$ cat src/rtl/ahb_pkg.sv
// Shared AHB-Lite encodings and burst helpers for the bus arbiter slice.
package ahb_pkg;

    typedef enum logic [1:0] {
        HTRANS_IDLE   = 2'b00,
        HTRANS_BUSY   = 2'b01,
        HTRANS_NONSEQ = 2'b10,
        HTRANS_SEQ    = 2'b11
    } htrans_e;

    typedef enum logic [2:0] {
        HBURST_SINGLE = 3'b000,
        HBURST_INCR   = 3'b001,
        HBURST_WRAP4  = 3'b010,
        HBURST_INCR4  = 3'b011,
        HBURST_WRAP8  = 3'b100,
        HBURST_INCR8  = 3'b101,
        HBURST_WRAP16 = 3'b110,
        HBURST_INCR16 = 3'b111
    } hburst_e;

    // Beats still owed after the NONSEQ beat; undefined-length bursts owe nothing.
    function automatic logic [3:0] burst_beats(input hburst_e hburst);
        case (hburst)
            HBURST_WRAP4, HBURST_INCR4:   burst_beats = 4'd3;
            HBURST_WRAP8, HBURST_INCR8:   burst_beats = 4'd7;
            HBURST_WRAP16, HBURST_INCR16: burst_beats = 4'd15;
            default:                      burst_beats = 4'd0;
        endcase
    endfunction

endpackage

$ cat src/rtl/ahb_bus_arbiter_if.sv
// Request/grant and muxed-bus signals shared between the masters and the arbiter.
interface ahb_bus_arbiter_if #(
    parameter int NUM_MASTERS = 2
);
    localparam int MW = (NUM_MASTERS > 1) ? $clog2(NUM_MASTERS) : 1;

    logic [NUM_MASTERS-1:0] hbusreq;
    logic [NUM_MASTERS-1:0] hlock;
    logic [1:0]             htrans;
    logic [2:0]             hburst;
    logic                   hready;
    logic                   hresp;
    logic [NUM_MASTERS-1:0] hgrant;
    logic [MW-1:0]          hmaster;
    logic [MW-1:0]          hmaster_d;
    logic                   hmastlock;

    modport master (
        output hbusreq, hlock, htrans, hburst, hready, hresp,
        input  hgrant, hmaster, hmaster_d, hmastlock
    );

    modport slave (
        input  hbusreq, hlock, htrans, hburst, hready, hresp,
        output hgrant, hmaster, hmaster_d, hmastlock
    );
endinterface

$ cat src/rtl/ahb_burst_counter.sv
// Tracks beats still owed in the current fixed-length burst; burst_done allows handover.
module ahb_burst_counter
    import ahb_pkg::*;
(
    input  logic       hclk,
    input  logic       hresetn,
    input  logic [1:0] htrans,
    input  logic [2:0] hburst,
    input  logic       hready,
    input  logic       hresp,
    output logic       burst_done
);

    logic [3:0] cnt;
    logic [3:0] cnt_next;

    // An ERROR response terminates the burst regardless of the transfer type.
    always_comb begin
        cnt_next = cnt;
        if (hresp) begin
            cnt_next = 4'd0;
        end else begin
            case (htrans_e'(htrans))
                HTRANS_IDLE:   cnt_next = 4'd0;
                HTRANS_BUSY:   cnt_next = cnt;
                HTRANS_NONSEQ: cnt_next = burst_beats(hburst_e'(hburst));
                HTRANS_SEQ:    cnt_next = (cnt == 4'd0) ? 4'd0 : cnt - 4'd1;
                default:       cnt_next = cnt;
            endcase
        end
    end

    always_ff @(posedge hclk or negedge hresetn) begin
        if (!hresetn) begin
            cnt <= 4'd0;
        end else if (hready) begin
            cnt <= cnt_next;
        end
    end

    assign burst_done = (cnt_next == 4'd0);

endmodule

$ cat src/rtl/ahb_bus_arbiter.sv
// Round-robin AHB arbiter: burst-aware, lock-aware grant plus address/data ownership pipeline.
module ahb_bus_arbiter
    import ahb_pkg::*;
#(
    parameter int NUM_MASTERS    = 2,
    parameter int DEFAULT_MASTER = 0
) (
    input logic             hclk,
    input logic             hresetn,
    ahb_bus_arbiter_if.slave bus
);

    localparam int MW = (NUM_MASTERS > 1) ? $clog2(NUM_MASTERS) : 1;
    localparam logic [MW-1:0]          DEF_IDX = MW'(DEFAULT_MASTER);
    localparam logic [NUM_MASTERS-1:0] DEF_GNT = NUM_MASTERS'(1) << DEFAULT_MASTER;

    logic [NUM_MASTERS-1:0] hgrant_q;
    logic [NUM_MASTERS-1:0] hgrant_next;
    logic [MW-1:0]          cur;
    logic [MW-1:0]          last_q;
    logic [MW-1:0]          winner;
    logic [MW-1:0]          hmaster_q;
    logic [MW-1:0]          hmaster_d_q;
    logic                   hmastlock_q;
    logic                   burst_done;
    logic                   found;
    logic                   rearb;
    logic                   grant_chg;

    ahb_burst_counter u_burst_counter (
        .hclk       (hclk),
        .hresetn    (hresetn),
        .htrans     (bus.htrans),
        .hburst     (bus.hburst),
        .hready     (bus.hready),
        .hresp      (bus.hresp),
        .burst_done (burst_done)
    );

    always_comb begin
        cur = '0;
        for (int i = 0; i < NUM_MASTERS; i++) begin
            if (hgrant_q[i]) cur = MW'(i);
        end
    end

    // Search starts just past the last winner and wraps, so every requester gets a turn.
    always_comb begin
        int j;
        j      = 0;
        found  = 1'b0;
        winner = cur;
        for (int i = 1; i <= NUM_MASTERS; i++) begin
            j = int'(last_q) + i;
            if (j >= NUM_MASTERS) j = j - NUM_MASTERS;
            if (!found && bus.hbusreq[MW'(j)]) begin
                found  = 1'b1;
                winner = MW'(j);
            end
        end
    end

    always_comb begin
        rearb       = burst_done && !(bus.hlock[cur] && bus.hbusreq[cur]);
        grant_chg   = rearb && found && (winner != cur);
        hgrant_next = hgrant_q;
        if (grant_chg) begin
            hgrant_next         = '0;
            hgrant_next[winner] = 1'b1;
        end
    end

    always_ff @(posedge hclk or negedge hresetn) begin
        if (!hresetn) begin
            hgrant_q    <= DEF_GNT;
            hmaster_q   <= DEF_IDX;
            hmaster_d_q <= DEF_IDX;
            hmastlock_q <= 1'b0;
            last_q      <= DEF_IDX;
        end else if (bus.hready) begin
            hmaster_d_q <= hmaster_q;
            hmaster_q   <= cur;
            hmastlock_q <= bus.hlock[cur];
            hgrant_q    <= hgrant_next;
            if (grant_chg) last_q <= winner;
        end
    end

    assign bus.hgrant    = hgrant_q;
    assign bus.hmaster   = hmaster_q;
    assign bus.hmaster_d = hmaster_d_q;
    assign bus.hmastlock = hmastlock_q;

endmodule
$ cat src/flat_wrapper.sv
// flat-port wrapper written by rule: the top's interface ports become plain ports
module ahb_bus_arbiter_flat import ahb_pkg::*;
#(
    parameter int NUM_MASTERS    = 2,
    parameter int DEFAULT_MASTER = 0
)
  (hclk, hresetn, bus_hbusreq, bus_hlock, bus_htrans, bus_hburst, bus_hready, bus_hresp, bus_hgrant, bus_hmaster, bus_hmaster_d, bus_hmastlock);
  ahb_bus_arbiter_if #(.NUM_MASTERS(NUM_MASTERS)) bus_i ();
  input logic hclk;
  input logic hresetn;
  input wire logic [$bits(bus_i.hbusreq)-1:0] bus_hbusreq;
  input wire logic [$bits(bus_i.hlock)-1:0] bus_hlock;
  input wire logic [$bits(bus_i.htrans)-1:0] bus_htrans;
  input wire logic [$bits(bus_i.hburst)-1:0] bus_hburst;
  input wire logic [$bits(bus_i.hready)-1:0] bus_hready;
  input wire logic [$bits(bus_i.hresp)-1:0] bus_hresp;
  output wire logic [$bits(bus_i.hgrant)-1:0] bus_hgrant;
  output wire logic [$bits(bus_i.hmaster)-1:0] bus_hmaster;
  output wire logic [$bits(bus_i.hmaster_d)-1:0] bus_hmaster_d;
  output wire logic [$bits(bus_i.hmastlock)-1:0] bus_hmastlock;
  assign bus_i.hbusreq = bus_hbusreq;
  assign bus_i.hlock = bus_hlock;
  assign bus_i.htrans = bus_htrans;
  assign bus_i.hburst = bus_hburst;
  assign bus_i.hready = bus_hready;
  assign bus_i.hresp = bus_hresp;
  assign bus_hgrant = bus_i.hgrant;
  assign bus_hmaster = bus_i.hmaster;
  assign bus_hmaster_d = bus_i.hmaster_d;
  assign bus_hmastlock = bus_i.hmastlock;
  ahb_bus_arbiter #(.NUM_MASTERS(NUM_MASTERS), .DEFAULT_MASTER(DEFAULT_MASTER)) u_core (.hclk(hclk), .hresetn(hresetn), .bus(bus_i));
endmodule
$ cat config.mk
export PLATFORM = sky130hd
export DESIGN_NAME = ahb_bus_arbiter_flat
export DESIGN_NICKNAME = d
export VERILOG_FILES = /design/src/rtl/ahb_pkg.sv /design/src/rtl/ahb_bus_arbiter_if.sv /design/src/rtl/ahb_burst_counter.sv /design/src/rtl/ahb_bus_arbiter.sv /design/src/flat_wrapper.sv
export SDC_FILE = /design/constraint.sdc
export NUM_CORES = 1
export LEC_CHECK = 0
export BUFFER_PORTS_ARGS = -buffer_cell sky130_fd_sc_hd__buf_2
export CAP_MARGIN = 25
export CORE_MARGIN = 2
export CORE_UTILIZATION = 40
export CTS_CLUSTER_DIAMETER = 50
export DETAILED_ROUTE_END_ITERATION = 8
export HOLD_SLACK_MARGIN = 0.03
export PLACE_DENSITY = 0.77
export RECOVER_POWER = 100
export SYNTH_ARGS = -nofsm -noshare
export SYNTH_HDL_FRONTEND = slang
export SYNTH_SLANG_ARGS = --single-unit
$ cat constraint.sdc
create_clock -name hclk -period 1.6 [get_ports hclk]
set_input_delay 0.08 -clock hclk [delete_from_list [all_inputs] [get_ports hclk]]
set_output_delay 0.08 -clock hclk [all_outputs]
set_load 0.02 [all_outputs]
## After elaboration in Yosys (flattened, before gate mapping)

Cells that the tools add are included.
Widths: inputs -> output; s select.

- Memories: 0
- Flip-flop bits (word level): 10
- Memory bits (writable): 0
- Input port bits: 13
- Latch bits: 0
- ROM bits: 0

- Magnitude comparators: 7
- Reduce and logical (&&, ||, !) cells: 15
- Div/mod/pow operators: 0
- Multiplexer cells: 21
- Bitwise gates (word level): 0
- Multiply operators: 0
- Shift operators: 0
- Equality and inequality tests: 10
- Add/subtract/negate cells: 5

Operator list:

| cell | count |
|---|---|
| $mux 1 | 16 |
| $pmux 4 s4 | 1 |
| $eq 3x3->1 const B | 4 |
| $pmux 4 s3 | 1 |
| $logic_not 4->1 | 2 |
| $mux 4 | 2 |
| $eq 3x2->1 const B | 2 |
| $logic_and 1x1->1 | 6 |
| $lt 1x3->1 const B | 2 |
| $reduce_or 2->1 | 3 |
| $eq 2x2->1 const B | 2 |
| $lt 1x2->1 const B | 2 |
| $sub 4x1->4 const B | 1 |
| $add 1x2->3 const B | 1 |
| $ge 3x2->1 const B | 1 |
| $add 1x1->2 const B | 1 |
| $eq 2x1->1 const B | 1 |
| $ge 2x2->1 const B | 1 |
| $logic_not 1->1 | 2 |
| $logic_not 2->1 | 1 |
| $reduce_and 2->1 | 1 |
| $sub 1x1->1 const B | 2 |
| $demux 1 s1 | 1 |
| $ge 1x1->1 const B | 1 |
| $ne 1x1->1 | 1 |

## Logic depth before layout (Yosys ltp)

Gate-level depths: netlist (run 1).

- Depth after elaboration: 14
- Mapped depth: 8
- Mapped depth without buffers: 7

## Modules after synthesis

Synthesis (run 1) repeated with hierarchy kept, for this count alone.

- Cells, all modules: 60
- Area total of the unflattened synthesis: 590.6 µm²

By module, submodules not included:

| module | seq. area each (µm²) | area each (µm²) | instances | cells an instance |
|---|---|---|---|---|
| ahb_burst_counter | 100.1 | 371.6 | 1 | 43 |
| ahb_bus_arbiter | 126.4 | 219.0 | 1 | 17 |

## Worst setup path before layout (run 1)

Ideal clock, no wire load.

- Kind: reg-to-reg
- Start: register u_core.u_burst_counter.cnt[0]
- End: register u_core.last_q
- Arrival: 1,610 ps
- Slack: -81 ps
- Stages on the path, launching flop included: 7
- Period minus slack after synthesis: 1,681 ps
- Cell sequence: dfrtp_1 -> inv_1 -> ha_1 -> xnor2_1 -> a41oi_2 -> or4_1 -> nand4_1

- Word-level cells in the longest chain between the ends: 9
- Elaborated cells between the ends (all ways): 10
- Classes of those cells: 1 x add/sub; 3 x mux; 6 x reduce/logical

RTL lines:

| what | line | text |
|---|---|---|
| start: declaration | ahb_burst_counter.sv:14 | `logic [3:0] cnt;` |
| start signal: assignment | ahb_burst_counter.sv:37 | `cnt <= cnt_next;` |
| $sub 4x1->4 or $logic_not 4->1 (tied branches) | ahb_burst_counter.sv:27 | `HTRANS_SEQ: cnt_next = (cnt == 4'd0) ? 4'd0 : cnt - 4'd1;` |
| $mux 4 | ahb_burst_counter.sv:27 |  |
| $pmux 4 s4 * | ahb_burst_counter.sv:23 | `case (htrans_e'(htrans))` |
| $mux 4 * | ahb_burst_counter.sv:20 | `if (hresp) begin` |
| $logic_not 4->1 * | ahb_burst_counter.sv:41 | `assign burst_done = (cnt_next == 4'd0);` |
| $logic_and 1x1->1 * | ahb_bus_arbiter.sv:64 | `rearb = burst_done && !(bus.hlock[cur] && bus.hbusreq[cur]);` |
| $logic_and 1x1->1 * (2 in series) | ahb_bus_arbiter.sv:65 | `grant_chg = rearb && found && (winner != cur);` |
| $reduce_and 2->1 (no line) * | n/a |  |
| end signal: assignment | ahb_bus_arbiter.sv:85 | `if (grant_chg) last_q <= winner;` |
| end: declaration | ahb_bus_arbiter.sv:20 | `logic [MW-1:0] last_q;` |

Mark *: on every way between the ends. The rest lies on a longest branch, timed or not.
A chain may end at the register's enable or synchronous reset.

## Worst setup path in the final report (run 1)

- Start: register u_core.u_burst_counter.cnt[1]
- End: register u_core.u_burst_counter.cnt[3]

- Word-level cells in the longest chain between the ends: 4
- Elaborated cells between the ends (all ways): 5
- Classes of those cells: 1 x add/sub; 3 x mux; 1 x reduce/logical

RTL lines:

| what | line |
|---|---|
| $sub 4x1->4 or $logic_not 4->1 (tied branches) | ahb_burst_counter.sv:27 |
| $mux 4 * | ahb_burst_counter.sv:27 |
| $pmux 4 s4 * | ahb_burst_counter.sv:23 |
| $mux 4 * | ahb_burst_counter.sv:20 |

Marks and branches as above.

==> results.md, run 1 <==
- For this run, the total global-route usage over all layers was measured as 0.2076.
- In this run the remaining antenna-violating nets after routing total 0.
- The floorplan step defined a die boundary enclosing 0.001982 mm².
- The leftover overflow at the end of global routing is 0.
- The depth of the CTS H-tree is 1.
- Across the routed clock network, the largest skew measured is 3.254 ps.
- The worst hold path belongs to the class input pin to register.
- Summing internal, switching and leakage power gives 1.054 mW.
- The number of cells in the finished layout apart from fillers is 119.
- The worst register-to-register path has a depth of 7.
- In this run the clock root is driven by a sky130_fd_sc_hd__clkbuf_4.
- The number of nets in the synthesized netlist is 87.
- The largest individual stage delay along the critical path comes from the cell sky130_fd_sc_hd__dfrtp_1.
- In the routed layout, each cell is associated on average with a via count of 5.748.
- The vertical die dimension is 44.53 µm.
- For this run, the leading register cell type out of synthesis is sky130_fd_sc_hd__dfrtp_1.
- The floorplan step defined a core boundary enclosing 0.001524 mm².
- For this block, the routed nets add up to 1.826 mm of wire.
- The max-cap violation count is 0.
- The initial utilization of the core area, before any placement, comes to 0.4310.
- The critical path goes through inv_2, ha_4, nor3b_4, or2_4, buf_4, o31ai_2, a32o_1.
- In this design, the stage delay of the slowest critical-path cell is 370 ps.
- Counting tap cells, the placed design contains a total of 113 instances.
- The iteration-0 DRC count of the detailed router is 7.
- Setup repair after global routing could not meet its margin everywhere.
- For the worst setup path, the data required time is 1800 ps.
- For this run, the register share of the synthesized area comes to 0.3448.
- The worst-margin pin slew is 498.2 ps.
- The critical path launch point type is a register.
- In the final design database the tool counted 119 nets.
- Measured against its own limit, the worst slew margin works out to 0.6679.
- Of the post-synthesis cell area, the dominant cell type holds 0.3048.
- In this run the power density over the cells is 1095 mW/mm².
- Timing would allow up to 614.7 MHz.
- Counting instances, the worst hold path has a depth of 3.
- The first detailed-routing pass ran for 4 iterations.
- The top-level I/O count is 18.
- Counting both buffers and inverters, the worst setup path holds a total of 2.
- The post-synthesis instance area is 656.9 µm².
- After detailed routing, the number of remaining DRC violations is 0.
- The horizontal extent of the die is 44.53 µm.
- The maximum fanout encountered on the critical timing path is 5.
- The number of antenna violations at the first check in global routing is 0.
- During synthesis, Yosys emitted a total of 0 warnings.
- The unique cell type count in the Yosys netlist is 36.
- The number of sinks driven by the clock tree is 9.
- The number of max-slew violations in the final report is 0.
- Adding up every negative setup slack in the final design gives -49.09 ps.
- The library cell used most frequently in the layout, excluding fill and tap cells, is sky130_fd_sc_hd__buf_4.
- The post-placement worst setup slack is -105.8 ps.
- The number of hold-slack violations in the final timing report is 0.
- Compared with the post-synthesis result, the final layout area differs by 46.48%.
- The number of cells on the critical path is 7.
- In this run the static leakage power is 0.3984 nW.
- The number of antenna diodes in the final layout is 0.
- Of the cells placed in the final design, the portion with a size suffix greater than 1 is 0.4854.
- The estimated wirelength of the detail-placed design is 1.329 mm.
- The clock slew at the register clock pins of the worst setup and hold paths is 60 ps.
- The total setup violations reported at the end of the flow is 3.
- The signal arrival time at the worst endpoint is 1820 ps.
- The average footprint of a synthesized cell is 9.123 µm².
- The top cell type by total area after synthesis is sky130_fd_sc_hd__dfrtp_1.
- Summing over every cut layer, the via total after detailed routing is 684.
- After detailed routing, the average wire length per cell comes to 15.34 µm.
- The total clock buffers created by CTS is 3.
- The clock tree buffer depth is 2.
- The critical path is of the register to register type.
- Clock latency on the worst-skew pair, taken at its later pin, is 260 ps.
- Row generation in the floorplan step produced 14 rows.
- The congestion estimate from routability-driven global placement came to 0.8586.
- The worst path in the final design needs a cycle of 1627 ps, including I/O delays and setup.
- The number of storage elements in the synthesis netlist is 9.
- Entering global routing, the biggest net connects 12 pins.
- In this run, synthesis inferred 0 flip-flops with an integrated enable.
- The flow ran to the end, but the final reports show violations.
- In the post-synthesis netlist, the biggest area contributors are sky130_fd_sc_hd__dfrtp_1 (30%), sky130_fd_sc_hd__mux2_2 (5.1%), sky130_fd_sc_hd__dfstp_2 (4.0%), sky130_fd_sc_hd__a21oi_1 (3.8%), sky130_fd_sc_hd__ha_1 (3.8%).
- The wire length of the first global-routing pass is 2.925 mm.
- The fraction of synthesis flops using an asynchronous set or reset pin is 1.000.
- IR analysis of the VDD net gives a maximum drop of 0.0007146 V.
- TritonCTS built the clock tree.
- The number of global-route vias before repair came to 684.
- The number of instances in the synthesized netlist is 72.
- Port buffering added 16 buffers.
- STA classifies the critical path endpoint as a register.
- The portion of the clock cycle consumed by the worst path in the final layout is 1.017.
- Grouping stages by cell kind, the critical path spends the most delay in simple AND/OR/NAND/NOR gates.
- The final reports fail on setup timing.
- In the layout the commonest cells are sky130_fd_sc_hd__buf_4 (13), sky130_fd_sc_hd__buf_2 (11), sky130_fd_sc_hd__dfrtp_1 (8).
- Across all setup checks in the final design, the least slack found is -26.88 ps.
## power breakdown
| part | internal (mW) | switching [mW] |
|---|---|---|
| clock network | 0.0923 | 0.0821 |
| logic | 0.230 | 0.289 |
| registers | 0.305 | 0.0553 |
| total | 0.628 | 0.426 |
## kinds of logic (layout without fill, tap and decap cells)
group                    Yosys count  in the layout  synth area share
AND/OR/NAND/NOR                   27             27            0.2381
XOR/XNOR                           1              1           0.01334
AO/OA/AOI/OAI                     21             21            0.2324
flip-flops                         9              9            0.3448
multiplexers                       3              3           0.05142
adder cells (fa/ha/maj)            2              2           0.03809
buffers and inverters              9             40           0.08189
## state kept, by name, indices dropped and copies added (netlist names)
signal,cells
u_core.bus.hmaster_d,1
u_core.bus.hmaster,1
u_core.u_burst_counter.cnt,4
u_core.bus.hgrant,1
u_core.bus.hmastlock,1
u_core.last_q,1
## cells in the mapped netlist (2+ instances only)
cell type                 n
sky130_fd_sc_hd__dfrtp_1  8
sky130_fd_sc_hd__buf_6    2
sky130_fd_sc_hd__or2_1    2
sky130_fd_sc_hd__nand2_1  4
sky130_fd_sc_hd__mux2_2   3
sky130_fd_sc_hd__ha_1     2
sky130_fd_sc_hd__nor2b_1  2
sky130_fd_sc_hd__nand3_1  3
sky130_fd_sc_hd__nor2_1   4
sky130_fd_sc_hd__o21ai_1  2
sky130_fd_sc_hd__o31ai_1  3
sky130_fd_sc_hd__nor3_1   3
sky130_fd_sc_hd__o21ai_0  2
sky130_fd_sc_hd__nand4_1  3
sky130_fd_sc_hd__inv_1    4
sky130_fd_sc_hd__a21oi_1  5
## path summary, 6_finish.rpt
path | start | to | slack [ps]
max | u_core.u_burst_counter.cnt[1] | u_core.u_burst_counter.cnt[3] | -30
min | bus_hbusreq[0] | u_core.bus.hgrant[0] | 100
max reg2reg | u_core.u_burst_counter.cnt[1] | u_core.u_burst_counter.cnt[3] | -30
min reg2reg | u_core.bus.hmaster_d | u_core.bus.hmaster_d | 520
max in group asynchronous | hresetn | u_core.bus.hgrant[0] | 960
min in group asynchronous | hresetn | u_core.bus.hmastlock | 290
## worst min-delay path, stage by stage
cell and delay, ps:
sky130_fd_sc_hd__buf_2 110, sky130_fd_sc_hd__nand4_1 80, sky130_fd_sc_hd__o32ai_2 90
## layout make-up
class / count / area (µm²)
Fill cell: 138 / 561.8
Sequential cell: 9 / 226.5
Timing Repair Buffer: 32 / 196.4
Tap cell: 16 / 20.02
Multi-Input combinational cell: 54 / 476.7
Clock buffer: 3 / 22.52
Clock inverter: 1 / 5.005
Inverter: 4 / 15.01
## what timing repair did
| item | 4_1_cts | 5_1_grt |
|---|---|---|
| resized for setup | 6 | 9 |
| pin swaps | 4 | 5 |
| buffers inserted | 1 | 0 |
| hold buffers | 1 | 0 |
| endpoints found under the hold margin | 9 | 0 |
| endpoints found under the setup margin | 4 | 6 |
## per-layer routing
metal	track usage	up-vias	routed length, µm
li1	-	334	-
met1	0.2304	318	749
met2	0.3565	24	920
met3	0.04490	8	114
met4	0.1273	0	41
met5	0	-	0
## stage by stage
step | utilization | area [µm²] | hold slack [ps]
detailed placement | 0.5550 | 845.8 | -59.49
floorplan | - | 679.4 | -215.6
CTS | 0.6026 | 918.4 | 80.65
global placement | 0.5550 | 845.8 | -61.96
global route | 0.6314 | 962.2 | 108.6
finish | 0.6314 | 962.2 | 95.67
(Power assumes the default switching activity.)
==> inputs of run 2 (changes only) <==
- BUFFER_PORTS_ARGS: -buffer_cell sky130_fd_sc_hd__buf_2 -> unset
- DONT_BUFFER_PORTS: unset -> 1
- PLACE_DENSITY: 0.77 -> 0.67
- SYNTH_HIERARCHICAL: unset -> 1
==> run 2 against run 1 <==
The run still ends with setup timing left. Power fell by 22%. Clock power barely moved. Critical endpoint is now u_core/bus.hgrant[0]. Setup slack got worse by 440 ps. Via count fell by 19%. Maximum frequency fell by 21%. Largest cell class unchanged. Core utilization rose by 3.2 points. Highest routed layer unchanged. Combinational power fell by 47%. Global-route usage fell by 2.4 points.
==> results.md, run 2 <==
- The clock tree buffer depth was 2 (unchanged).
- The portion of the clock cycle consumed by the worst path in the final layout was 1.291 (+0.2738).
- The initial core utilization is 0.4428 (+0.01174).
- The iteration-0 DRC count of the detailed router is 17 (+10).
- The number of iterations in the first detailed-routing pass is 4 (unchanged).
- The total length of routed wires is 1.563 mm (-14%).
- The final weighted congestion of routability-driven global placement was 0.7730 (-10%).
- The remaining max-slew budget at the tightest pin is 0.7241 (+0.05622).
- The clock latency on the worst-skew pair is 260 ps (about the same).
- The required time reported for the critical path endpoint is 1790 ps (about the same).
- The depth of the CTS H-tree is 1 (unchanged).
- The residual antenna-violating net count after detailed routing is 0 (unchanged).
- The total setup violations reported at the end of the flow is 4 (+1).
- The leakage power is 0.3958 nW (-0.65%).
- The horizontal extent of the die is 42.43 µm (-4.7%).
- The die area came to 0.001800 mm² (-9.2%).
- The clock tree from TritonCTS is yes.
- The overall fraction of global-route tracks in use is 0.1833 (-0.02432).
- The number of vias after detailed routing was 557 (-19%).
- The number of placed instances with taps included was 83 (-27%).
- The setup total negative slack is -1236 ps (-1187 ps).
- Yosys attributes the largest share of cell area to sky130_fd_sc_hd__dfrtp_1 (34%), sky130_fd_sc_hd__mux2_2 (7.6%), sky130_fd_sc_hd__mux2i_1 (5.1%), sky130_fd_sc_hd__dfstp_2 (4.4%), sky130_fd_sc_hd__a21oi_1 (4.2%).
- The diode insertion count for antenna repair is 0 (unchanged).
- The vertical die dimension is 42.43 µm (-4.7%).
- The estimated wirelength of the detail-placed design was 900.6 µm (-32%).
- The number of sinks driven by the clock tree is 9 (unchanged).
- Among all flip-flop cells after synthesis, the most frequent one is sky130_fd_sc_hd__dfrtp_1.
- The routed length per placed instance is 15.79 µm (+2.9%).
- The top-level I/O count is 18 (unchanged).
- The count of nets after finishing was 100 (-16%).
- The signal arrival time at the worst endpoint came to 2260 ps (+440 ps).
- The worst-margin pin slew came to 412.5 ps (-85.69 ps).
- The number of global-route vias before repair is 575 (-16%).
- The number of flip-flops in the largest register came to 4 (unchanged).
- In the layout the commonest cells are sky130_fd_sc_hd__dlygate4sd3_1 (10), sky130_fd_sc_hd__buf_4 (10), sky130_fd_sc_hd__dfrtp_1 (7).
- The kind of critical path is register to register.
- The number of max-slew violations in the final report is 0 (unchanged).
- The DRC violations left is 0 (unchanged).
- The area overhead of the layout relative to synthesis is 49.79%.
- The area share of the largest cell type after synthesis is 0.3390 (+0.03422).
- The register name with the most flops is u_core/u_burst_counter/cnt.
- The final critical path time including I/O delays and setup is 2065 ps (+438.1 ps).
- The register area share after synthesis came to 0.3835 (+0.03871).
- The number of nets in the synthesized netlist is 75 (-14%).
- The maximum number of pins on one net before global-route repair came to 10 (-2).
- The timing startpoint of the critical path is u_core/u_burst_counter/cnt[0].
- The fraction of synthesis flops using an asynchronous set or reset pin came to 1.000 (unchanged).
- The commonest cells after synthesis are sky130_fd_sc_hd__dfrtp_1 (8), sky130_fd_sc_hd__a21oi_1 (5), sky130_fd_sc_hd__inv_1 (4), sky130_fd_sc_hd__mux2_2 (4).
- The endpoint kind of the worst setup timing path is a register.
- Setup repair after global routing could not meet its margin everywhere.
- The leftover overflow at the end of global routing is 0 (unchanged).
- The number of cells in the finished layout apart from fillers is 99 (-17%).
- The cell with the most instances after synthesis is sky130_fd_sc_hd__dfrtp_1.
- The clock slew at the register clock pins of the worst setup and hold paths was 60 ps (about the same).
- The number of storage elements in the synthesis netlist is 9 (unchanged).
- The worst setup path is launched from a register.
- The minimum hold slack is 58.92 ps (-36.75 ps).
- The post-synthesis instance area is 590.6 µm² (-10%).
- The count of port buffers added during placement is 0 (-16).
- The Yosys warning count came to 6 (+6).
- The max-cap violation count is 0 (unchanged).
- The unique cell type count in the Yosys netlist is 32 (-11%).
- The total clock buffers created by CTS is 3 (unchanged).
- The wire length of the first global-routing pass is 2.449 mm (-16%).
- The top cell type by total area after synthesis is sky130_fd_sc_hd__dfrtp_1.
- The row count is 13 (-1).
- The worst setup skew after layout is 5.240 ps (+1.986 ps).
- The largest stage delay on the critical path is 360 ps (about the same).
- The buffer cell driving the clock tree root is sky130_fd_sc_hd__clkbuf_4.
- The slowest stage cell on the critical path is sky130_fd_sc_hd__dfrtp_1.
- The count of buffering cells on the critical path with inverters included came to 1 (-1).
- The peak clock frequency supported by timing is 484.3 MHz (-21%).
- Traced cell by cell, the critical path runs through inv_2, ha_1, nor2b_1, a211oi_1, o21ai_0, a211oi_2, nand4b_1, a21oi_1, o21ba_1.
- The run finished, with violations left.
- The maximum fanout encountered on the critical timing path is 2 (-3).
- The per-cell via count in the routed design is 5.626 (-2.1%).
- The type of the tightest min-delay check is input pin to register.
- The number of instances in the synthesized netlist is 60 (-17%).
- The least setup slack across all paths after layout is -465.0 ps (-438.1 ps).
- The maximum ir drop on the vdd rail is 0.0005931 V (-17%).
- Broken down by cell family, the worst path's largest delay share belongs to compound AO/OA/AOI/OAI gates.
- The ratio of total power to cell area was 925.0 mW/mm² (-16%).
- The number of antenna violations at the first check in global routing is 0 (unchanged).
- The number of hold-slack violations in the final timing report is 0 (unchanged).
- The average footprint of a synthesized cell is 9.843 µm² (+7.9%).
- The checks that failed: setup timing.
- The worst hold path begins at bus_hresp.
- The core box area was 0.001334 mm² (-12%).
- The fraction of final layout cells with drive strength greater than 1 came to 0.4048 (-0.08067).
- The worst flop-to-flop path startpoint is u_core/u_burst_counter/cnt[0].
- The number of enable flip-flop cells after synthesis was 0 (unchanged).
==> run 2: final cells by class <==
class | count | area [µm²]
clock buffer | 4 | 26.28
inverter | 5 | 18.77
tap | 15 | 18.77
multi-input combinational | 45 | 406.6
sequential | 9 | 227.7
fill | 102 | 449.2
timing repair buffer | 21 | 186.4
==> run 2: layer usage <==
layer,routed length (µm),vias to the layer above,global-route usage
li1,-,269,-
met1,693,267,0.2308
met2,770,15,0.2800
met3,70,6,0.06897
met4,29,0,0.07500
met5,0,-,0
==> run 2: timing repair <==
item | in CTS | in global routing
hold endpoints to repair | 18 | 2
gates resized for setup | 11 | 4
pin swaps | 2 | 1
endpoints found under the setup margin | 4 | 6
hold buffers | 6 | 4
setup buffers | 2 | 0
==> run 2: power by group <==
part           total [mW]  switching [mW]  leakage [nW]  internal (mW)
Sequential          0.371          0.0939         0.111          0.277
Combinational       0.277           0.106         0.270          0.170
Clock               0.171          0.0751        0.0150         0.0958
==> run 2: cells by family after synthesis <==
logic type                 Yosys count  synth area share
adders and majority gates            2           0.04237
buffers and inverters                6           0.04448
DFF                                  9            0.3835
muxes                                7            0.1271
and+or+nand+nor                     19            0.2034
AOI/OAI and AO/OA                   16            0.1843
xor gates and xnor gates             1           0.01483
==> run 2: through the flow <==
| step | total power [mW] | worst slack, ps | util | cell area (µm²) |
|---|---|---|---|---|
| 2_1_floorplan | 0.4950 | -257.3 | - | 595.6 |
| 3_3_place_gp | 0.5461 | -371.8 | 0.5056 | 674.4 |
| 3_5_place_dp | 0.5537 | -396.3 | 0.5056 | 674.4 |
| 4_1_cts | 0.7990 | -376.1 | 0.6191 | 825.8 |
| 5_1_grt | 0.8790 | -600.8 | 0.6632 | 884.6 |
| 6_report | 0.8182 | -465.0 | 0.6632 | 884.6 |
==> run 2: final timing paths <==
| check | end | slack, ps | cells past startpoint |
|---|---|---|---|
| setup / recovery | u_core/bus.hgrant[0] | -460 | 9 |
| hold / removal | u_core/u_burst_counter/cnt[2] | 60 | 2 |
| setup reg to reg | u_core/bus.hgrant[0] | -460 | 9 |
| hold reg to reg | u_core/bus.hgrant[0] | 610 | 1 |
| max in group asynchronous | u_core/bus.hgrant[0] | 1090 | 1 |
| min in group asynchronous | u_core/u_burst_counter/cnt[2] | 180 | 1 |
